<file path="config.mk">
export PLATFORM = sky130hd
export DESIGN_NAME = beam_scaler_bank
export DESIGN_NICKNAME = d
export VERILOG_FILES = /design/src/rtl/beam_scaler_bank.sv
export SDC_FILE = /design/constraint.sdc
export NUM_CORES = 1
export LEC_CHECK = 0
export CORE_MARGIN = 2
export CORE_UTILIZATION = 54
export DETAILED_ROUTE_END_ITERATION = 10
export GPL_ROUTABILITY_DRIVEN = 0
export PLACE_DENSITY = 0.76
export SLEW_MARGIN = 30
export SYNTH_ARGS = -nofsm -noshare
export SYNTH_HDL_FRONTEND = slang
export SYNTH_SLANG_ARGS = --single-unit
</file>
<file path="constraint.sdc">
create_clock -name wb_clk_i -period 2.1 [get_ports wb_clk_i]
set_input_delay 0.42 -clock wb_clk_i [delete_from_list [all_inputs] [get_ports wb_clk_i]]
set_output_delay 0.42 -clock wb_clk_i [all_outputs]
set_load 0.02 [all_outputs]
</file>
<file path="src/rtl/beam_scaler_bank.sv">
// Double-buffered per-beam trigger/subthreshold rate scaler with a Wishbone-classic read port.
// Define SCALER_SATURATE_EN to make counters saturate at full scale instead of wrapping.
module beam_scaler_bank #(
   parameter int NBEAMS     = 2,
   parameter int COUNT_BITS = 16
) (
   input  logic                  wb_clk_i,
   input  logic                  wb_rst_i,
   input  logic                  wb_cyc_i,
   input  logic                  wb_stb_i,
   input  logic                  wb_we_i,
   input  logic [11:0]           wb_adr_i,
   input  logic [31:0]           wb_dat_i,
   input  logic [3:0]            wb_sel_i,
   output logic                  wb_ack_o,
   output logic [31:0]           wb_dat_o,
   output logic                  wb_err_o,
   output logic                  wb_rty_o,
   input  logic [2*NBEAMS-1:0]   count_i,
   input  logic                  timer_i,
   input  logic                  rst_i,
   output logic                  done_o,
   output logic                  bank_o
);

   localparam int         NCNT     = 2 * NBEAMS;
   localparam logic [9:0] STATUS_W = 10'h3FF;

   logic [COUNT_BITS-1:0] cnt_q  [NCNT];
   logic [COUNT_BITS-1:0] cnt_d  [NCNT];
   logic [COUNT_BITS-1:0] hold_q [NCNT];
   logic [COUNT_BITS-1:0] hold_d [NCNT];
   logic                  bank_q, bank_d;
   logic                  valid_q, valid_d;
   logic                  done_q, done_d;
   logic                  ack_q, ack_d;
   logic [31:0]           dat_q, dat_d;
   logic [31:0]           rd_data;
   logic [9:0]            word;
   logic                  unused_bits;

   // One-hit advance of a scaler; full-scale behaviour depends on the build option.
   function automatic logic [COUNT_BITS-1:0] bump(input logic [COUNT_BITS-1:0] c,
                                                  input logic hit);
`ifdef SCALER_SATURATE_EN
      if (hit && (c != {COUNT_BITS{1'b1}}))
         bump = c + 1'b1;
      else
         bump = c;
`else
      bump = c + {{(COUNT_BITS-1){1'b0}}, hit};
`endif
   endfunction

   always_comb begin
      cnt_d   = cnt_q;
      hold_d  = hold_q;
      bank_d  = bank_q;
      valid_d = valid_q;
      done_d  = 1'b0;
      if (timer_i) begin
         // The hit arriving with the timer pulse still belongs to the closing period.
         for (int k = 0; k < NCNT; k++) begin
            hold_d[k] = bump(cnt_q[k], count_i[k]);
            cnt_d[k]  = '0;
         end
         bank_d  = ~bank_q;
         valid_d = 1'b1;
         done_d  = 1'b1;
      end else begin
         for (int k = 0; k < NCNT; k++) begin
            cnt_d[k] = bump(cnt_q[k], count_i[k]);
         end
      end
   end

   always_ff @(posedge wb_clk_i) begin
      if (wb_rst_i || rst_i) begin
         for (int k = 0; k < NCNT; k++) begin
            cnt_q[k]  <= '0;
            hold_q[k] <= '0;
         end
         bank_q  <= 1'b0;
         valid_q <= 1'b0;
         done_q  <= 1'b0;
      end else begin
         cnt_q   <= cnt_d;
         hold_q  <= hold_d;
         bank_q  <= bank_d;
         valid_q <= valid_d;
         done_q  <= done_d;
      end
   end

   always_comb begin
      word    = wb_adr_i[11:2];
      rd_data = '0;
      for (int b = 0; b < NBEAMS; b++) begin
         if (word == 10'(b))
            rd_data = {hold_q[NBEAMS+b], hold_q[b]};
      end
      if (word == STATUS_W)
         rd_data = {30'b0, valid_q, bank_q};
   end

   // Ack drops for a cycle after every acknowledge, so a held strobe acks every other cycle.
   always_comb begin
      ack_d = wb_cyc_i & wb_stb_i & ~ack_q;
      dat_d = dat_q;
      if (ack_d && !wb_we_i)
         dat_d = rd_data;
   end

   always_ff @(posedge wb_clk_i) begin
      if (wb_rst_i) begin
         ack_q <= 1'b0;
         dat_q <= '0;
      end else begin
         ack_q <= ack_d;
         dat_q <= dat_d;
      end
   end

   assign unused_bits = ^{wb_dat_i, wb_sel_i, wb_adr_i[1:0]};

   assign wb_ack_o = ack_q;
   assign wb_dat_o = dat_q;
   assign wb_err_o = 1'b0;
   assign wb_rty_o = 1'b0;
   assign done_o   = done_q;
   assign bank_o   = bank_q;

endmodule

</file>
==> summary.txt, run 1 <==
Starting Density -> 0.5546
Worst-Margin Slew -> 499.7 ps
post-synth top area cell -> dfxtp_1
H-tree depth -> 4
die width -> 112.5 um
final setup violation count -> 0
Max-slew headroom -> 0.6661
hold buffers post-CTS -> 0
total track usage -> 0.2312
global-route wire length before repair -> 23340 um
register area share after synthesis -> 0.5162
Synth top area share -> 0.5162
Inserted Diodes -> 0
fin nets -> 772
IO Pins -> 96
row count -> 39
Clock transition at path regs -> 60 ps
CP Capture Type -> flip-flop
max frequency -> 539.9 MHz
Worst Path Max Fanout -> 5
Tightest Hold Check Type -> flip-flop to flip-flop
Final min period -> 1852 ps
Worst path max stage delay -> 460 ps
Synth cell types -> 40
critical path's slowest cell -> clkdlybuf4s50_1
Worst-Skew Late Latency -> 420 ps
clk sinks -> 164
Port Buffers -> 55
GRT overflow -> 0
Final Hold Viols -> 0
dpl cell area -> 7212 um^2
status -> completed
height of the die -> 112.5 um
die area -> 12660 um^2
max cap viols -> 0
Pwr Density -> 850.4 nW/um^2
VDD IR max -> 522.6 uV
required time of the critical path -> 2400 ps
crit path DAT -> 2150 ps
ys flop type -> dfxtp_1
Post-CTS Resized -> 0
Synth Instances -> 634
vias in the first global route -> 4817
DR WL/cell -> 16.06 um
post-route antenna net violation count -> 0
asr flop ratio synth -> 0
core area -> 11470 um^2
clock buffer depth -> 2
RSZ-0062 raised after global routing -> no
post-place setup slack -> -170.3 ps
final hold slack -> 451.9 ps
Routed Wire Length -> 13810 um
Starting DRT DRC Count -> 297
syn_area_per_cell -> 10.03 um^2
Post-Route Utilization -> 0.6851
Synth Register Bits -> 164
Area Growth Syn to Fin -> 23.53%
CP startpoint kind -> input pin
overall power -> 6.681 mW
largest net degree at the start of global routing -> 73
CTS root buffer -> clkbuf_16
TritonCTS clock tree -> done
dominant cells by area after synthesis -> dfxtp_1, o2bb2ai_2, xnor2_1
Remaining DRCs -> 0
most frequent CP cell -> ha_1
Vias/cell -> 5.559
post-CTS setup buffer count -> 0
initial antenna violation count -> 0
EDFF count, synth -> 0
Slew Limit Fails -> 0
Tcrit/Tclk final -> 0.8820
CP Class -> input pin to flip-flop
First-pass DRT Iterations -> 4
Leakage -> 2.710 nW
clock skew -> 7.983 ps
DR vias -> 4781
HPWL after DPL -> 9370 um
PnR worst setup slack -> 247.9 ps
CP cell instances -> clkdlybuf4s50_1 > ha_1 > ha_1 > nand3_1 > nor4_1 > xnor2_1 > o21ai_1
Ys Warns -> 0
leading cell types by count after synthesis -> dfxtp_1, nand2_1, nor2_1
most frequent cell after synthesis -> dfxtp_1
Post-Syn Area -> 6360 um^2
TritonCTS buffer count -> 17
share of cells above drive strength 1 -> 0.1409
fin area -> 7856 um^2
[stage by stage]
stage	std cells	TNS, ps
floorplan	635	0
global placement	827	-3838
detailed placement	829	-5575
CTS	860	0
global route	860	0
finish	860	0
[cells by family after synthesis]
| family | share of synthesized area |
|---|---|
| buf+inv | 0.02813 |
| simple gates | 0.1796 |
| compound gates | 0.1318 |
| other cells | 0.0005896 |
| flops | 0.5162 |
| fa+ha+maj | 0.01574 |
| xor+xnor | 0.07712 |
| mux | 0.05076 |
[registers in the layout, summed over array words and instances, names as in the netlist]
register	flops
cnt_q	64
hold_q	64
wb_dat_o	32
bank_o	1
done_o	1
valid_q	1
wb_ack_o	1
[worst max-delay path: cells and delay by family]
kind	cells	cell delay [ps]
simple gates	2	620
buf+inv	1	460
fa+ha+maj	2	360
xor+xnor	1	200
compound gates	1	100
[placed cells by master, fill, tap and decap left out, drive strengths merged, types with 2 or more instances in the layout]
cell and n:
clkinv 3, nor4 14, clkbuf 23, buf 29, and2 8, nor2 70
inv 7, mux2i 30, nand3 23, or4 2, and3 4, nor3 17
or3 2, and4 3, mux2 2, conb 2, a22o 8, clkdlybuf4s50 54
a311oi 2, o21ai 56, xor2 12, ha 8, bufinv 4, nand4 17
o2bb2ai 30, nand2 73, xnor2 44, dfxtp 164
[power breakdown]
part	total [mW]	switching, mW	internal [mW]
Sequential	3.13	0.00633	3.12
Clock	3.33	1.19	2.14
Combinational	0.226	0.131	0.0956
Total	6.68	1.32	5.36
[per-layer routing]
layer,vias up,GRT usage,wire (um)
met1,2269,0.3104,6359
met4,0,0.08130,228
met5,-,0,0
met3,20,0.04860,694
li1,2355,-,-
met2,137,0.3723,6528
[final cells by class]
cell class | count | area (um^2)
inverter | 7 | 26.28
multi-input combinational | 432 | 2915
fill | 817 | 3611
clock inverter | 8 | 146.4
tap | 143 | 178.9
clock buffer | 23 | 498.0
sequential | 164 | 3283
timing repair buffer | 83 | 808.3
[worst paths after layout]
check,slack (ps),endpoint,startpoint,depth (start not counted)
max,250,hold_q[12]$_SDFFE_PP0P_,count_i[3],7
min,450,hold_q[7]$_SDFFE_PP0P_,hold_q[7]$_SDFFE_PP0P_,2
max reg2reg,410,hold_q[12]$_SDFFE_PP0P_,cnt_q[0]$_SDFF_PP0_,6
min reg2reg,450,hold_q[7]$_SDFFE_PP0P_,hold_q[7]$_SDFFE_PP0P_,2
No activity file was read; power rests on OpenSTA's default activity.
==> run 2, diff against run 1 <==
--- a/config.mk
+++ b/config.mk
@@ -7,6 +7,7 @@
 export LEC_CHECK = 0
 export CORE_MARGIN = 2
 export CORE_UTILIZATION = 54
+export CTS_CLUSTER_SIZE = 40
 export DETAILED_ROUTE_END_ITERATION = 10
 export GPL_ROUTABILITY_DRIVEN = 0
 export PLACE_DENSITY = 0.76
==> results of run 2 <==
The final DEF is identical to that of run 1; final timing and power are the same.
==> run 3, diff against run 2 <==
--- a/config.mk
+++ b/config.mk
@@ -10,7 +10,9 @@
 export CTS_CLUSTER_SIZE = 40
 export DETAILED_ROUTE_END_ITERATION = 10
 export GPL_ROUTABILITY_DRIVEN = 0
+export MAX_ROUTING_LAYER = met4
 export PLACE_DENSITY = 0.76
+export REMOVE_ABC_BUFFERS = 1
 export SLEW_MARGIN = 30
 export SYNTH_ARGS = -nofsm -noshare
 export SYNTH_HDL_FRONTEND = slang
==> summary.txt, run 3 (synthesis gave the netlist of run 1 again) <==
Routed Wire Length -> 13620 um (-1.4%)
die width -> 112.5 um (unchanged)
CP startpoint kind -> input pin
Cell Count, Final, Fillers Out -> 864 (+0.47%)
H-tree depth -> 4 (unchanged)
height of the die -> 112.5 um (unchanged)
vias in the first global route -> 4906 (+1.8%)
setup TNS -> 0 ps (unchanged)
max frequency -> 528.4 MHz (-2.1%)
Remaining DRCs -> 0 (unchanged)
Worst-Skew Late Latency -> 420 ps (about the same)
Slew Limit Fails -> 0 (unchanged)
Area Growth Syn to Fin -> 24.12%
DP Cell Count -> 832 (+0.36%)
CP Capture Type -> flip-flop
most frequent CP cell -> ha_1
CP Class -> input pin to flip-flop
Tightest Hold Check Type -> flip-flop to flip-flop
Starting Density -> 0.5546 (unchanged)
post-CTS setup buffer count -> 0 (unchanged)
VDD IR max -> 851.8 uV (+63%)
PnR worst setup slack -> 207.5 ps (-40.37 ps)
Worst path max stage delay -> 460 ps (about the same)
fin nets -> 775 (+0.39%)
Inserted Diodes -> 0 (unchanged)
max cap viols -> 0 (unchanged)
commonest non-fill, non-tap cell in the layout -> dfxtp_1
HPWL after DPL -> 9197 um (-1.8%)
Post-Route Utilization -> 0.6884 (+0.003274)
dpl cell area -> 7259 um^2 (+0.66%)
most frequent cells in the layout -> dfxtp_1, nand2_1, nor2_1, clkdlybuf4s50_1, xnor2_1
CP cell instances -> clkdlybuf4s50_1 > ha_1 > ha_1 > nand3_1 > nor4_1 > xnor2_1 > o21ai_1
Vias/cell -> 5.481 (-1.4%)
Worst Path Max Fanout -> 5 (unchanged)
required time of the critical path -> 2390 ps (about the same)
Hold Path Depth -> 2 (unchanged)
DR vias -> 4736 (-0.94%)
total track usage -> 0.2356 (+0.004422)
IO Pins -> 96 (unchanged)
initial antenna violation count -> 0 (unchanged)
CTS root buffer -> clkbuf_16
Leakage -> 2.722 nW (+0.44%)
Pwr Density -> 844.0 nW/um^2 (-0.75%)
status -> completed
final setup violation count -> 0 (unchanged)
Post-CTS Resized -> 0 (unchanged)
Starting DRT DRC Count -> 259 (-13%)
global-route wire length before repair -> 23220 um (-0.53%)
core area -> 11470 um^2 (unchanged)
crit path DAT -> 2190 ps (+40 ps)
TritonCTS buffer count -> 17 (unchanged)
TritonCTS clock tree -> done
die area -> 12660 um^2 (unchanged)
Tcrit/Tclk final -> 0.9012 (+0.01922)
largest net degree at the start of global routing -> 73 (unchanged)
First-pass DRT Iterations -> 4 (unchanged)
clock buffer depth -> 2 (unchanged)
GRT overflow -> 0 (unchanged)
post-place setup slack -> -205.4 ps (-35.10 ps)
Port Buffers -> 55 (unchanged)
share of cells above drive strength 1 -> 0.1442 (+0.003379)
clk sinks -> 164 (unchanged)
fin area -> 7894 um^2 (+0.48%)
Clock transition at path regs -> 60 ps (about the same)
R2R cell count -> 6 (unchanged)
RSZ-0062 raised after global routing -> no
hold buffers post-CTS -> 0 (unchanged)
DR WL/cell -> 15.76 um (-1.9%)
row count -> 39 (unchanged)
Final Hold Viols -> 0 (unchanged)
post-route antenna net violation count -> 0 (unchanged)
clock skew -> 7.831 ps (-0.1523 ps)
critical path's slowest cell -> clkdlybuf4s50_1
Final min period -> 1892 ps (+40.37 ps)
run 3: changes by cell type in the layout (fill, tap and decap cells not counted), sizes merged:
| cell | change |
|---|---|
| inv | +2 |
| clkbuf | -2 |
| clkinv | -1 |
| buf | +3 |
| clkinvlp | +2 |
run 3: worst max-delay path: cells and delay by family:
| kind | cells | cell delay [ps] |
|---|---|---|
| xor+xnor | 1 | 220 |
| simple gates | 2 | 600 |
| buf+inv | 1 | 460 |
| compound gates | 1 | 120 |
| fa+ha+maj | 2 | 370 |
run 3: worst paths after layout:
path | start | end | slack (ps)
max | count_i[3] | hold_q[12]$_SDFFE_PP0P_ | 210
max reg2reg | cnt_q[0]$_SDFF_PP0_ | hold_q[12]$_SDFFE_PP0P_ | 370
min reg2reg | hold_q[25]$_SDFFE_PP0P_ | hold_q[25]$_SDFFE_PP0P_ | 450
min | hold_q[25]$_SDFFE_PP0P_ | hold_q[25]$_SDFFE_PP0P_ | 450
run 3: per-layer routing:
metal / global-route usage / part of all wire / vias to the layer above
li1: - / - / 2356
met5: - / 0 / -
met1: 0.2709 / 0.42 / 2273
met3: 0.04752 / 0.035 / 22
met2: 0.4072 / 0.53 / 85
met4: 0.08780 / 0.018 / 0
run 3: power by group:
part | total [mW] | switching, mW | internal, mW
Sequential | 3.13 | 0.00565 | 3.12
Combinational | 0.227 | 0.131 | 0.0961
Clock | 3.31 | 1.25 | 2.06
run 3: cell type report:
class	instances	area, um^2
inverters	7	26.28
clock buffers	21	460.4
clock inverters	11	173.9
multi-input cells	432	2915
flip-flops and latches	164	3283
fillers	867	3573
well taps	143	178.9
repair buffers	86	855.8
run 3: metrics by stage:
stage,hold slack [ps],total power [mW]
after global placement,433.4,3.406
final,449.3,6.662
after floorplan,424.4,3.286
after CTS,449.2,6.698
after detailed placement,440.4,3.424
after global routing,469.8,6.857
